## config.mk

```make
export PLATFORM = sky130hd
export DESIGN_NAME = knn_distance_engine
export DESIGN_NICKNAME = d
export VERILOG_FILES = /design/src/rtl/knn_distance_engine.sv
export SDC_FILE = /design/constraint.sdc
export NUM_CORES = 1
export LEC_CHECK = 0
export ABC_CLOCK_PERIOD_IN_PS = 8000
export CAP_MARGIN = 10
export CORE_MARGIN = 10
export CORE_UTILIZATION = 55
export DETAILED_ROUTE_END_ITERATION = 10
export PLACE_DENSITY_LB_ADDON = 0.1
export SYNTH_ARGS = -nofsm -noshare
export SYNTH_HDL_FRONTEND = slang
export SYNTH_SLANG_ARGS = --single-unit
```

## constraint.sdc

```tcl
create_clock -name clk -period 8 [get_ports clk]
set_input_delay 1.6 -clock clk [delete_from_list [all_inputs] [get_ports clk]]
set_output_delay 1.6 -clock clk [all_outputs]
set_load 0.02 [all_outputs]
```

## src/rtl/knn_distance_engine.sv

```systemverilog
// knn_distance_engine: streams (distance, index) per training sample against a cached test vector.
// Define KNN_SQ_EUCLID_EN for saturating squared-Euclidean distance instead of Manhattan.
module knn_distance_engine #(
  parameter int DATA_WIDTH   = 16,
  parameter int NUM_FEATURES = 4,
  parameter int NUM_SAMPLES  = 16,
  parameter int DIST_W       = 32,
  parameter int INDEX_WIDTH  = 4,
  parameter int FEAT_W       = 2,
  parameter int SADDR_W      = 6
) (
  input  logic                   clk,
  input  logic                   rst_n,
  input  logic                   start,
  input  logic [INDEX_WIDTH-1:0] cfg_num_samples,
  input  logic [FEAT_W-1:0]      cfg_num_features,
  output logic                   test_ren,
  output logic [FEAT_W-1:0]      test_raddr,
  input  logic [DATA_WIDTH-1:0]  test_rdata_q,
  output logic                   sample_ren,
  output logic [SADDR_W-1:0]     sample_raddr,
  input  logic [DATA_WIDTH-1:0]  sample_rdata_q,
  output logic                   dist_valid,
  output logic [DIST_W-1:0]      dist_data,
  output logic [INDEX_WIDTH-1:0] dist_index,
  input  logic                   dist_ready,
  output logic                   busy,
  output logic                   done
);
  typedef enum logic [2:0] {IDLE, LOAD_TEST, FETCH, EMIT, DONE} state_t;
  state_t state;
  logic [INDEX_WIDTH-1:0] s, s_last;
  logic [FEAT_W-1:0] f, f_last, pf;
  logic pend;
  logic [DATA_WIDTH-1:0] treg [NUM_FEATURES];
  logic [DATA_WIDTH-1:0] diff;
  logic [DIST_W-1:0] acc, term, add_t, nxt;
  logic [DIST_W:0] sum;
  logic add_v, add_l;
  assign test_raddr = f;
  always_comb begin
    diff = sample_rdata_q >= treg[pf] ? sample_rdata_q - treg[pf] : treg[pf] - sample_rdata_q;
`ifdef KNN_SQ_EUCLID_EN
    term = DIST_W'({{DATA_WIDTH{1'b0}}, diff} * {{DATA_WIDTH{1'b0}}, diff});
`else
    term = DIST_W'(diff);
`endif
    sum = {1'b0, acc} + {1'b0, add_t};
    nxt = sum[DIST_W] ? '1 : sum[DIST_W-1:0];
  end
`ifdef KNN_SQ_EUCLID_EN
  // the multiplier output is registered, costing one extra cycle per sample
  always_ff @(posedge clk) begin
    if (!rst_n) begin
      add_v <= 1'b0;
      add_l <= 1'b0;
      add_t <= '0;
    end else begin
      add_v <= pend && state == FETCH;
      add_l <= pf == f_last;
      add_t <= term;
    end
  end
`else
  assign add_v = pend && state == FETCH;
  assign add_l = pf == f_last;
  assign add_t = term;
`endif
  always_ff @(posedge clk) begin
    if (!rst_n) begin
      state        <= IDLE;
      s            <= '0;
      s_last       <= '0;
      f            <= '0;
      f_last       <= '0;
      pf           <= '0;
      pend         <= 1'b0;
      acc          <= '0;
      test_ren     <= 1'b0;
      sample_ren   <= 1'b0;
      sample_raddr <= '0;
      dist_valid   <= 1'b0;
      dist_data    <= '0;
      dist_index   <= '0;
      busy         <= 1'b0;
      done         <= 1'b0;
      for (int i = 0; i < NUM_FEATURES; i++) treg[i] <= '0;
    end else begin
      // a read issued last cycle returns its word this cycle
      pend <= test_ren | sample_ren;
      pf   <= f;
      done <= 1'b0;
      case (state)
        IDLE: if (start) begin
          state    <= LOAD_TEST;
          busy     <= 1'b1;
          s        <= '0;
          f        <= '0;
          test_ren <= 1'b1;
          s_last   <= cfg_num_samples == '0 ? INDEX_WIDTH'(NUM_SAMPLES - 1) : cfg_num_samples - INDEX_WIDTH'(1);
          f_last   <= cfg_num_features == '0 ? FEAT_W'(NUM_FEATURES - 1) : cfg_num_features - FEAT_W'(1);
        end
        LOAD_TEST: begin
          if (test_ren) begin
            if (f == f_last) test_ren <= 1'b0;
            else f <= f + FEAT_W'(1);
          end
          if (pend) treg[pf] <= test_rdata_q;
          if (pend && pf == f_last) begin
            state        <= FETCH;
            f            <= '0;
            sample_ren   <= 1'b1;
            sample_raddr <= '0;
            acc          <= '0;
          end
        end
        FETCH: begin
          if (sample_ren) begin
            if (f == f_last) sample_ren <= 1'b0;
            else begin
              f            <= f + FEAT_W'(1);
              sample_raddr <= sample_raddr + SADDR_W'(1);
            end
          end
          if (add_v) begin
            if (add_l) begin
              dist_data  <= nxt;
              dist_index <= s;
              dist_valid <= 1'b1;
              acc        <= '0;
              state      <= EMIT;
            end else acc <= nxt;
          end
        end
        EMIT: if (dist_ready) begin
          dist_valid <= 1'b0;
          if (s == s_last) begin
            state <= DONE;
            done  <= 1'b1;
            busy  <= 1'b0;
          end else begin
            s            <= s + INDEX_WIDTH'(1);
            f            <= '0;
            sample_ren   <= 1'b1;
            sample_raddr <= SADDR_W'((s + 1) * NUM_FEATURES);
            state        <= FETCH;
          end
        end
        DONE: state <= IDLE;
        default: state <= IDLE;
      endcase
    end
  end
endmodule
```

==> impl_metrics.py, run 1 <==
metrics = {
    "run_status": {
        "status": "finished clean",
    },
    "power": {
        "max-vdd-ir-drop_uv": 148,
        "p_sw_share_pct": 29.1,
        "pwr-share-seq_pct": 43.2,
        "combPwrFrac_pct": 19.3,
        "p_int_mw": 1.48,
        "switchingPower_mw": 0.606,
        "p_per_area_mw_per_mm2": 187,
        "power_leakage_nw": 4.31,
        "pwr-share-clk_pct": 37.5,
    },
    "floorplan": {
        "start_util_pct": 55.7,
        "rows": 48,
        "dieArea_sq_mm": 0.0230,
        "die_h_um": 152,
        "core_sq_mm": 0.0171,
        "die_w_um": 152,
        "io_pins": 91,
    },
    "setup_path": {
        "crit_type": "primary input to flop",
        "endpoint_kind": "flop",
        "crit_path_max_fanout": 20,
        "critPathArrivalTime_ns": 7.42,
        "r2r_slack_ns": 1.09,
        "cp_data_required_time_ns": 8.35,
        "ff2ff_path_depth": 21,
        "start_kind": "primary input",
        "reg2reg_from": "pf[0]",
        "regToRegEndpoint": "dist_data[28]",
    },
    "clock_tree": {
        "cts_hold_buf": 0,
        "clkTransAtPathRegs_ns": 0.06,
        "cts-resized-gates": 0,
        "post_cts_buffers": 0,
        "cts_made_buffers": 17,
        "numClockSinks": 161,
        "cts_tree": "done",
        "h-tree-depth": 4,
        "clockRootBuffer": "clkbuf_16",
        "clock_latency_ns": 0.42,
        "cts.path.max_buffers": 2,
    },
    "timing": {
        "final-max-slew-violation-count": 0,
        "rsz0062_at_grt": "false",
        "clock_skew_ns": 0.0104,
        "worst_slew_pin_slew_ns": 1.19,
        "finalSetupViolCount": 0,
        "tns_ns": 0,
        "fmaxAchievable_mhz": 141,
        "period_share_pct": 88.4,
        "finalHoldViolCount": 0,
        "fin_crit_ns": 7.07,
        "max_slew_margin_pct": 20.4,
    },
    "hold_path": {
        "hold_end": "dist_index[2]",
        "whs_path_depth": 2,
        "holdCritPathClass": "flop to flop",
        "worstHoldStart": "dist_index[2]",
    },
    "synthesis": {
        "netlist.area_leader.share_pct": 20.4,
        "synth-edff-count": 64,
        "yosysSeqAreaShare_pct": 40.6,
        "syn_avg_cell_area_sq_um": 9.20,
        "yosys_warnings": 0,
        "synth_ff_type": "dfxtp_1",
        "synth.area.top_cells": "dfxtp_1, edfxtp_1, ha_1, a21oi_1, and2_1",
        "synth_top_area_cell": "dfxtp_1",
        "ys_types": 74,
        "async_flop_share_pct": 0,
        "netlist_area_sq_mm": 0.00953,
        "ys_seq_elements": 161,
        "syn_nets": 1134,
        "synthCells": 1036,
    },
    "route": {
        "routed_wl_mm": 23.4,
        "viasPerCell": 5.81,
        "route.detailed.drc": 0,
        "avgRoutedWirePerCell_um": 17.5,
        "drtIter0Drc": 600,
        "ant_nets": 0,
        "num_vias": 7772,
        "dr.pass1.iters": 5,
    },
    "global_routing": {
        "antenna_found_initial": 0,
        "grt-ovfl-total": 0,
        "first_global_vias": 7477,
        "grt_usage_pct": 20.5,
        "grt_max_degree": 43,
        "grt_pass1_wl_mm": 37.9,
    },
    "cells_and_area": {
        "instances_no_fill": 1338,
        "multi_input_area_sq_mm": 0.00523,
        "layout_common_cells": "dfxtp_1, a21oi_1, clkdlybuf4s50_1, nor2_1, o21ai_0",
        "register_area_sq_mm": 0.00386,
        "final_nets": 1198,
        "final_common_cell": "dfxtp_1",
        "syn_to_final_growth_pct": 16.9,
        "drive_gt1_share_pct": 7.28,
        "final_area_sq_mm": 0.0111,
        "diodes": 0,
        "fillCellCount": 1471,
    },
    "placement": {
        "place_hpwl_mm": 16.6,
        "dp_cells": 1305,
        "port_buffers": 90,
        "dpl_cell_area_sq_mm": 0.0106,
        "place_congestion": 0.887,
    },
    "run": {
        "cap_violations": 0,
    },
}
==> cell type report <==
| class | instances | share of cell area (%) |
|---|---|---|
| multi-input cells | 761 | 47.0 |
| clock buffers | 18 | 3.85 |
| flip-flops and latches | 161 | 34.7 |
| clock inverters | 14 | 1.17 |
| repair buffers | 100 | 8.80 |
| well taps | 225 | 2.53 |
| inverters | 59 | 1.99 |
==> synthesized netlist by cell type, drive strengths merged (7+ instances only) <==
library cell  count
buf              12
nor2             83
nand4            10
nor2b             8
o31ai             7
a21oi            97
nand3            20
o21a             10
inv              58
xnor2            29
and2             71
a31oi            10
edfxtp           64
mux4             16
a211oi           13
nand2            71
dfxtp            97
clkbuf           43
xor2             22
nor3             29
a21o             25
ha               53
nand2b           12
o21ai            75
mux2i            12
==> critical path: stages <==
cell             delay [ns]
clkdlybuf4s50_1        0.46
inv_1                  0.09
ha_1                   0.18
inv_1                  0.06
fa_1                   0.42
a211oi_1               0.26
nor2_1                 0.12
o41ai_2                0.42
nand3_1                0.20
a21oi_4                0.47
buf_4                  0.27
mux2_2                 0.35
xor2_1                 0.14
ha_1                   0.37
o21a_1                 0.17
o21ai_0                0.09
o21a_1                 0.23
a21o_1                 0.19
nor3_2                 0.51
buf_4                  0.36
nor2_1                 0.06
buf_4                  0.22
a31oi_1                0.15
==> sequential cells by signal, summed over array words and instances (netlist names) <==
name / count
test_raddr: 2
busy: 1
done: 1
pf: 2
dist_valid: 1
pend: 1
s: 4
sample_ren: 1
test_ren: 1
dist_index: 4
s_last: 4
state: 3
acc: 32
f_last: 2
dist_data: 32
treg: 64
sample_raddr: 6
==> how the worst max path moves through the flow <==
stage | start | endpoint | slack (ns) | depth (start not counted)
after detailed placement | sample_rdata_q[0] | dist_data[28] | 0.54 | 23
final | sample_rdata_q[0] | dist_data[28] | 0.93 | 23
after floorplan | sample_rdata_q[0] | acc[14] | 2.15 | 25
after CTS | sample_rdata_q[0] | dist_data[28] | 0.98 | 23
after global routing | pf[0] | dist_data[12] | 0.57 | 21
after global placement | sample_rdata_q[0] | acc[27] | 0.76 | 21
==> per-stage QoR <==
step	worst slack, ns	util [%]	hold WS, ns	total power [mW]
final	0.932	65.1	0.454	2.08
after global routing	0.568	65.1	0.479	2.17
after CTS	0.977	65.0	0.457	2.09
after detailed placement	0.536	61.7	0.448	1.32
after global placement	0.756	61.7	0.444	1.31
after floorplan	2.15	-	0.422	1.20
==> cell families after synthesis <==
logic type / count (synthesis) / share of synthesized area, %
buffers and inverters: 114 / 4.78
AND/OR/NAND/NOR: 334 / 17.7
flip-flops: 161 / 40.6
AO/OA/AOI/OAI: 286 / 18.9
XOR/XNOR: 51 / 4.69
multiplexers: 34 / 5.75
adder cells (fa/ha/maj): 56 / 7.59
==> per-layer routing <==
metal / share of wire (%) / global-route usage [%] / up-vias
li1: - / - / 3838
met1: 46 / 27.3 / 3683
met2: 47 / 33.6 / 224
met3: 5.5 / 4.01 / 27
met4: 1.1 / 5.15 / 0
met5: 0 / 0 / -
==> power by group through the flow <==
stage                     Combinational (mW)  Sequential, mW  Clock, mW
after floorplan                        0.296           0.908          0
after global placement                 0.399           0.915          0
after detailed placement               0.400           0.916          0
after CTS                              0.403           0.898      0.790
after global routing                   0.446           0.901      0.822
final                                  0.403           0.898      0.781
Note: power is estimated with default switching activity, not from simulation.
==> run 2: changes to the inputs <==
--- a/config.mk
+++ b/config.mk
@@ -5,8 +5,7 @@
 export SDC_FILE = /design/constraint.sdc
 export NUM_CORES = 1
 export LEC_CHECK = 0
-export ABC_CLOCK_PERIOD_IN_PS = 8000
-export CAP_MARGIN = 10
+export CAP_MARGIN = 30
 export CORE_MARGIN = 10
 export CORE_UTILIZATION = 55
 export DETAILED_ROUTE_END_ITERATION = 10
==> constraint.sdc (replaced) <==
create_clock -name clk -period 8 [get_ports clk]
set_input_delay 0.8 -clock clk [delete_from_list [all_inputs] [get_ports clk]]
set_output_delay 0.8 -clock clk [all_outputs]
set_load 0.02 [all_outputs]
==> impl_metrics.py, run 2 (same netlist as run 1, synthesis figures left out) <==
metrics = {
    "route": {
        "ant_nets": 0,
        "num_vias": 7794,
        "dr.pass1.iters": 5,
        "route.detailed.drc": 0,
        "routed_wl_mm": 23.6,
        "drtIter0Drc": 713,
        "viasPerCell": 5.81,
        "avgRoutedWirePerCell_um": 17.6,
    },
    "power": {
        "p_per_area_mw_per_mm2": 191,
        "max-vdd-ir-drop_uv": 155,
        "power_leakage_nw": 4.37,
    },
    "timing": {
        "fmaxAchievable_mhz": 149,
        "finalSetupViolCount": 0,
        "period_share_pct": 83.8,
        "rsz0062_at_grt": "false",
        "tns_ns": 0,
        "fin_crit_ns": 6.71,
        "clock_skew_ns": 0.0120,
        "finalHoldViolCount": 0,
        "max_slew_margin_pct": 31.1,
        "worst_slew_pin_slew_ns": 1.03,
        "final-max-slew-violation-count": 0,
    },
    "clock_tree": {
        "cts-resized-gates": 0,
        "cts_made_buffers": 17,
        "clkTransAtPathRegs_ns": 0.07,
        "cts_tree": "done",
        "cts.path.max_buffers": 2,
        "post_cts_buffers": 0,
        "numClockSinks": 161,
        "h-tree-depth": 4,
        "clock_latency_ns": 0.42,
        "clockRootBuffer": "clkbuf_16",
        "cts_hold_buf": 0,
    },
    "floorplan": {
        "start_util_pct": 55.7,
        "die_w_um": 152,
        "io_pins": 91,
        "die_h_um": 152,
        "dieArea_sq_mm": 0.0230,
        "core_sq_mm": 0.0171,
        "rows": 48,
    },
    "cells_and_area": {
        "final_nets": 1202,
        "largest_reg_flops": 64,
        "final_common_cell": "dfxtp_1",
        "final_area_sq_mm": 0.0112,
        "largestRegisters": "treg (64), acc (32), dist_data (32)",
        "syn_to_final_growth_pct": 17.8,
        "regMostFlops": "treg",
        "drive_gt1_share_pct": 7.61,
        "layout_common_cells": "dfxtp_1, a21oi_1, clkdlybuf4s50_1, nor2_1, o21ai_0",
        "diodes": 0,
    },
    "placement": {
        "dpl_cell_area_sq_mm": 0.0106,
        "place_congestion": 0.883,
        "port_buffers": 90,
        "place_hpwl_mm": 17.2,
    },
    "setup_path": {
        "crit_family": "compound AO/OA/AOI/OAI gates",
        "start_kind": "flop",
        "path_common_cell": "buf_4",
        "crit_path_max_fanout": 21,
        "critPathArrivalTime_ns": 7.02,
        "cp_num_buf_inv": 4,
        "endpoint_kind": "flop",
        "cpMaxStageDelayCell": "dfxtp_1",
        "crit_type": "flop to flop",
        "crit_chain": "mux4_2 > ha_1 > inv_1 > fa_1 > a211oi_1 > nor2_1 > o41ai_2 > nand3_1 > a21oi_4 > buf_4 > a211oi_1 > a21oi_1 > xnor2_1 > ha_1 > a21o_1 > or3_1 > o2111ai_2 > a21o_1 > nor3_2 > buf_4 > nor2_1 > buf_4 > a21oi_1",
        "slowest_delay_ns": 1.00,
        "cp_data_required_time_ns": 8.31,
    },
    "run_status": {
        "status": "finished clean",
    },
    "hold_path": {
        "holdCritPathClass": "flop to flop",
    },
    "global_routing": {
        "grt_pass1_wl_mm": 38.4,
        "grt_usage_pct": 20.7,
        "grt_max_degree": 44,
        "first_global_vias": 7568,
        "antenna_found_initial": 0,
        "grt-ovfl-total": 0,
    },
    "run": {
        "cap_violations": 0,
    },
}
[run 2: cell count changes in the layout (fill, tap and decap cells not counted), moves of 2 or more]
cell,previous run,this run
bufinv_16,1,3
clkinv_2,0,2
buf_6,1,3
inv_6,4,2
[run 2: layout make-up]
| cell class | instances | area, sq um |
|---|---|---|
| Inverter | 59 | 221 |
| Fill cell | 1478 | 5890 |
| Sequential cell | 161 | 3860 |
| Multi-Input combinational cell | 761 | 5230 |
| Clock inverter | 13 | 159 |
| Timing Repair Buffer | 104 | 1020 |
| Clock buffer | 19 | 443 |
| Tap cell | 225 | 282 |
[run 2: where the power goes]
part           internal [mW]  leakage, nW  switching (mW)
Sequential             0.876         1.44          0.0217
Clock                  0.499        0.293           0.337
Combinational          0.168         2.63           0.240
Total                   1.54         4.37           0.598
[run 2: stage by stage]
stage                     worst slack [ns]  hold WS [ns]  std cells  utilization [%]  total power, mW
after global routing                 0.829         0.481       1342             65.6             2.23
after detailed placement              1.38         0.444       1309             62.0             1.32
final                                 1.29         0.453       1342             65.6             2.14
after CTS                             1.35         0.454       1341             65.5             2.15
after floorplan                       2.31         0.422       1036                -             1.20
after global placement                1.53         0.435       1304             61.7             1.32
[run 2: path summary, 6_finish.rpt]
kind / start / end / slack, ns / cells past startpoint
min reg2reg: acc[11] / acc[11] / 0.45 / 2
max: pf[1] / dist_data[26] / 1.29 / 23
min: acc[11] / acc[11] / 0.45 / 2
max reg2reg: pf[1] / dist_data[26] / 1.29 / 23
[run 2: layer usage]
metal	routed length (um)	part of all wire, %	track usage (%)	up-vias
li1	-	-	-	3835
met1	10700	45	27.3	3736
met3	1100	4.6	3.59	23
met4	235	0.99	4.58	0
met5	0	0	0	-
met2	11600	49	34.7	200
[run 2: worst reg2reg max path, stage by stage (launching register included)]
cell       delay [ns]
dfxtp_1          1.00
mux4_2           0.39
ha_1             0.16
inv_1            0.05
fa_1             0.42
a211oi_1         0.29
nor2_1           0.12
o41ai_2          0.39
nand3_1          0.20
a21oi_4          0.46
buf_4            0.28
a211oi_1         0.07
a21oi_1          0.15
xnor2_1          0.13
ha_1             0.30
a21o_1           0.21
or3_1            0.33
o2111ai_2        0.31
a21o_1           0.44
nor3_2           0.08
buf_4            0.22
nor2_1           0.24
buf_4            0.24
a21oi_1          0.08
==> run 3: changes to the inputs <==
--- a/config.mk
+++ b/config.mk
@@ -7,7 +7,7 @@
 export LEC_CHECK = 0
 export CAP_MARGIN = 30
 export CORE_MARGIN = 10
-export CORE_UTILIZATION = 55
+export CORE_UTILIZATION = 53
 export DETAILED_ROUTE_END_ITERATION = 10
 export PLACE_DENSITY_LB_ADDON = 0.1
 export SYNTH_ARGS = -nofsm -noshare
==> constraint.sdc (replaced) <==
create_clock -name clk -period 5.76 [get_ports clk]
set_input_delay 0.576 -clock clk [delete_from_list [all_inputs] [get_ports clk]]
set_output_delay 0.576 -clock clk [all_outputs]
set_load 0.02 [all_outputs]
==> impl_metrics.py, run 3 (same netlist as run 1, synthesis figures left out) <==
metrics = {
    "timing": {
        "finalHoldViolCount": 0,
        "layout_setup_ws_ns": 0.381,
        "period_share_pct": 93.4,
        "worst_slew_pin_slew_ns": 0.989,
        "finalSetupViolCount": 0,
        "rsz0062_at_grt": "false",
        "final-max-slew-violation-count": 0,
        "fin_crit_ns": 5.38,
        "fmaxAchievable_mhz": 186,
        "max_slew_margin_pct": 34.1,
        "clock_skew_ns": 0.0177,
    },
    "floorplan": {
        "rows": 48,
        "die_h_um": 154,
        "start_util_pct": 54.5,
        "io_pins": 91,
        "core_sq_mm": 0.0175,
        "die_w_um": 154,
        "dieArea_sq_mm": 0.0237,
    },
    "clock_tree": {
        "cts_tree": "done",
        "post_cts_buffers": 0,
        "clockRootBuffer": "clkbuf_16",
        "cts_made_buffers": 17,
        "clkTransAtPathRegs_ns": 0.08,
        "clock_latency_ns": 0.44,
        "h-tree-depth": 4,
        "cts.path.max_buffers": 2,
        "numClockSinks": 161,
    },
    "setup_path": {
        "ff2ff_path_depth": 21,
        "crit_type": "flop to flop",
        "reg2reg_from": "pf[0]",
        "cp_data_required_time_ns": 6.09,
        "start_kind": "flop",
        "endpoint_kind": "flop",
        "startpoint": "pf[0]",
        "slowest_delay_ns": 0.53,
        "crit_chain": "buf_12 > mux4_2 > ha_1 > a211oi_1 > nor2_1 > o41ai_2 > nand3_1 > a21oi_4 > mux2_2 > nor4_2 > xnor2_1 > buf_4 > ha_1 > nand2_1 > a311oi_1 > o21ai_0 > buf_4 > o31a_1 > nand3b_1 > a21o_1 > a22o_1",
        "cp_num_buf_inv": 3,
        "crit_end": "acc[27]",
        "cpMaxStageDelayCell": "mux4_2",
        "crit_path_max_fanout": 15,
        "cp.depth": 21,
        "regToRegEndpoint": "acc[27]",
        "critPathArrivalTime_ns": 5.70,
        "r2r_slack_ns": 0.38,
        "crit_family": "compound AO/OA/AOI/OAI gates",
    },
    "global_routing": {
        "antenna_found_initial": 0,
        "grt_max_degree": 52,
        "grt-ovfl-total": 0,
        "grt_pass1_wl_mm": 40.2,
        "grt_usage_pct": 20.3,
        "first_global_vias": 7955,
    },
    "route": {
        "drtIter0Drc": 631,
        "avgRoutedWirePerCell_um": 17.4,
        "dr.pass1.iters": 5,
        "num_vias": 7992,
        "viasPerCell": 5.74,
        "routed_wl_mm": 24.2,
        "route.detailed.drc": 0,
        "ant_nets": 0,
    },
    "power": {
        "max-vdd-ir-drop_uv": 239,
        "power_leakage_nw": 4.63,
        "p_per_area_mw_per_mm2": 263,
    },
    "cells_and_area": {
        "diodes": 0,
        "fin_util_pct": 66.7,
        "final_nets": 1252,
        "largestRegisters": "treg (64), acc (32), dist_data (32)",
        "final_common_cell": "dfxtp_1",
        "largest_reg_flops": 64,
        "regMostFlops": "treg",
        "drive_gt1_share_pct": 11.8,
        "layout_common_cells": "dfxtp_1, a21oi_1, clkdlybuf4s50_1, nor2_1",
        "final_area_sq_mm": 0.0117,
        "syn_to_final_growth_pct": 22.4,
        "fillCellCount": 1429,
    },
    "hold_path": {
        "holdCritPathClass": "flop to flop",
        "worstHoldStart": "acc[11]",
    },
    "run": {
        "cap_violations": 0,
    },
    "placement": {
        "place_hpwl_mm": 17.5,
        "dpl_cell_area_sq_mm": 0.0110,
        "place_congestion": 0.893,
        "port_buffers": 90,
        "pre_cts_ws_ns": 0.116,
    },
    "run_status": {
        "status": "finished clean",
    },
}
-- run 3: changes by cell type in the layout (fill, tap and decap cells not counted), sizes merged --
cell | before | now
clkbuf | 19 | 17
clkinvlp | 1 | 0
buf | 14 | 64
bufinv | 3 | 0
inv | 60 | 68
clkinv | 8 | 6
-- run 3: report_power, final --
part	switching (mW)	internal (mW)	total (mW)
logic	0.351	0.291	0.643
registers	0.0284	1.22	1.24
clock network	0.578	0.605	1.18
total	0.958	2.11	3.07
-- run 3: worst register-to-register path, cell delays in order (launching register included) --
cell and delay [ns]:
dfxtp_2 0.39, buf_12 0.18, mux4_2 0.54, ha_1 0.34, a211oi_1 0.26, nor2_1 0.11, o41ai_2 0.27, nand3_1 0.19
a21oi_4 0.20, mux2_2 0.36, nor4_2 0.29, xnor2_1 0.12, buf_4 0.14, ha_1 0.29, nand2_1 0.10, a311oi_1 0.25
o21ai_0 0.12, buf_4 0.17, o31a_1 0.32, nand3b_1 0.24, a21o_1 0.20, a22o_1 0.17
-- run 3: how the worst min path moves through the flow --
| stage | to | slack (ns) | cells past startpoint |
|---|---|---|---|
| after floorplan | acc[11] | 0.42 | 2 |
| after detailed placement | acc[15] | 0.44 | 2 |
| after global placement | acc[11] | 0.44 | 2 |
| final | acc[11] | 0.46 | 2 |
| after CTS | acc[15] | 0.45 | 2 |
| after global routing | dist_data[24] | 0.48 | 2 |
-- run 3: area by class of cell --
cell class | instances | area (sq um) | area share (%)
multi-input combinational | 761 | 5220 | 44.8
inverter | 59 | 221 | 1.90
timing repair buffer | 154 | 1440 | 12.4
clock inverter | 15 | 206 | 1.77
clock buffer | 17 | 425 | 3.65
tap | 225 | 282 | 2.41
sequential | 161 | 3860 | 33.1
-- run 3: metal layers --
metal,share of wire (%),global-route usage (%),vias to the layer above
met1,45,26.0,3813
met5,0,0,-
met2,49,33.6,202
met3,4.8,4.04,36
li1,-,-,3941
met4,1.7,6.16,0
-- run 3: repair_timing --
action / CTS / global route
setup endpoints to repair: 0 / 19
hold buffers: 0 / 0
gates resized for setup: 0 / 3
-- run 3: per-stage QoR --
stage	TNS [ns]	power (mW)	hold WS, ns	std cells
floorplan	0	1.67	0.422	1036
global placement	-0.00569	1.90	0.440	1355
detailed placement	0	1.90	0.441	1359
CTS	0	3.08	0.451	1391
global route	0	3.20	0.479	1392
finish	0	3.07	0.456	1392
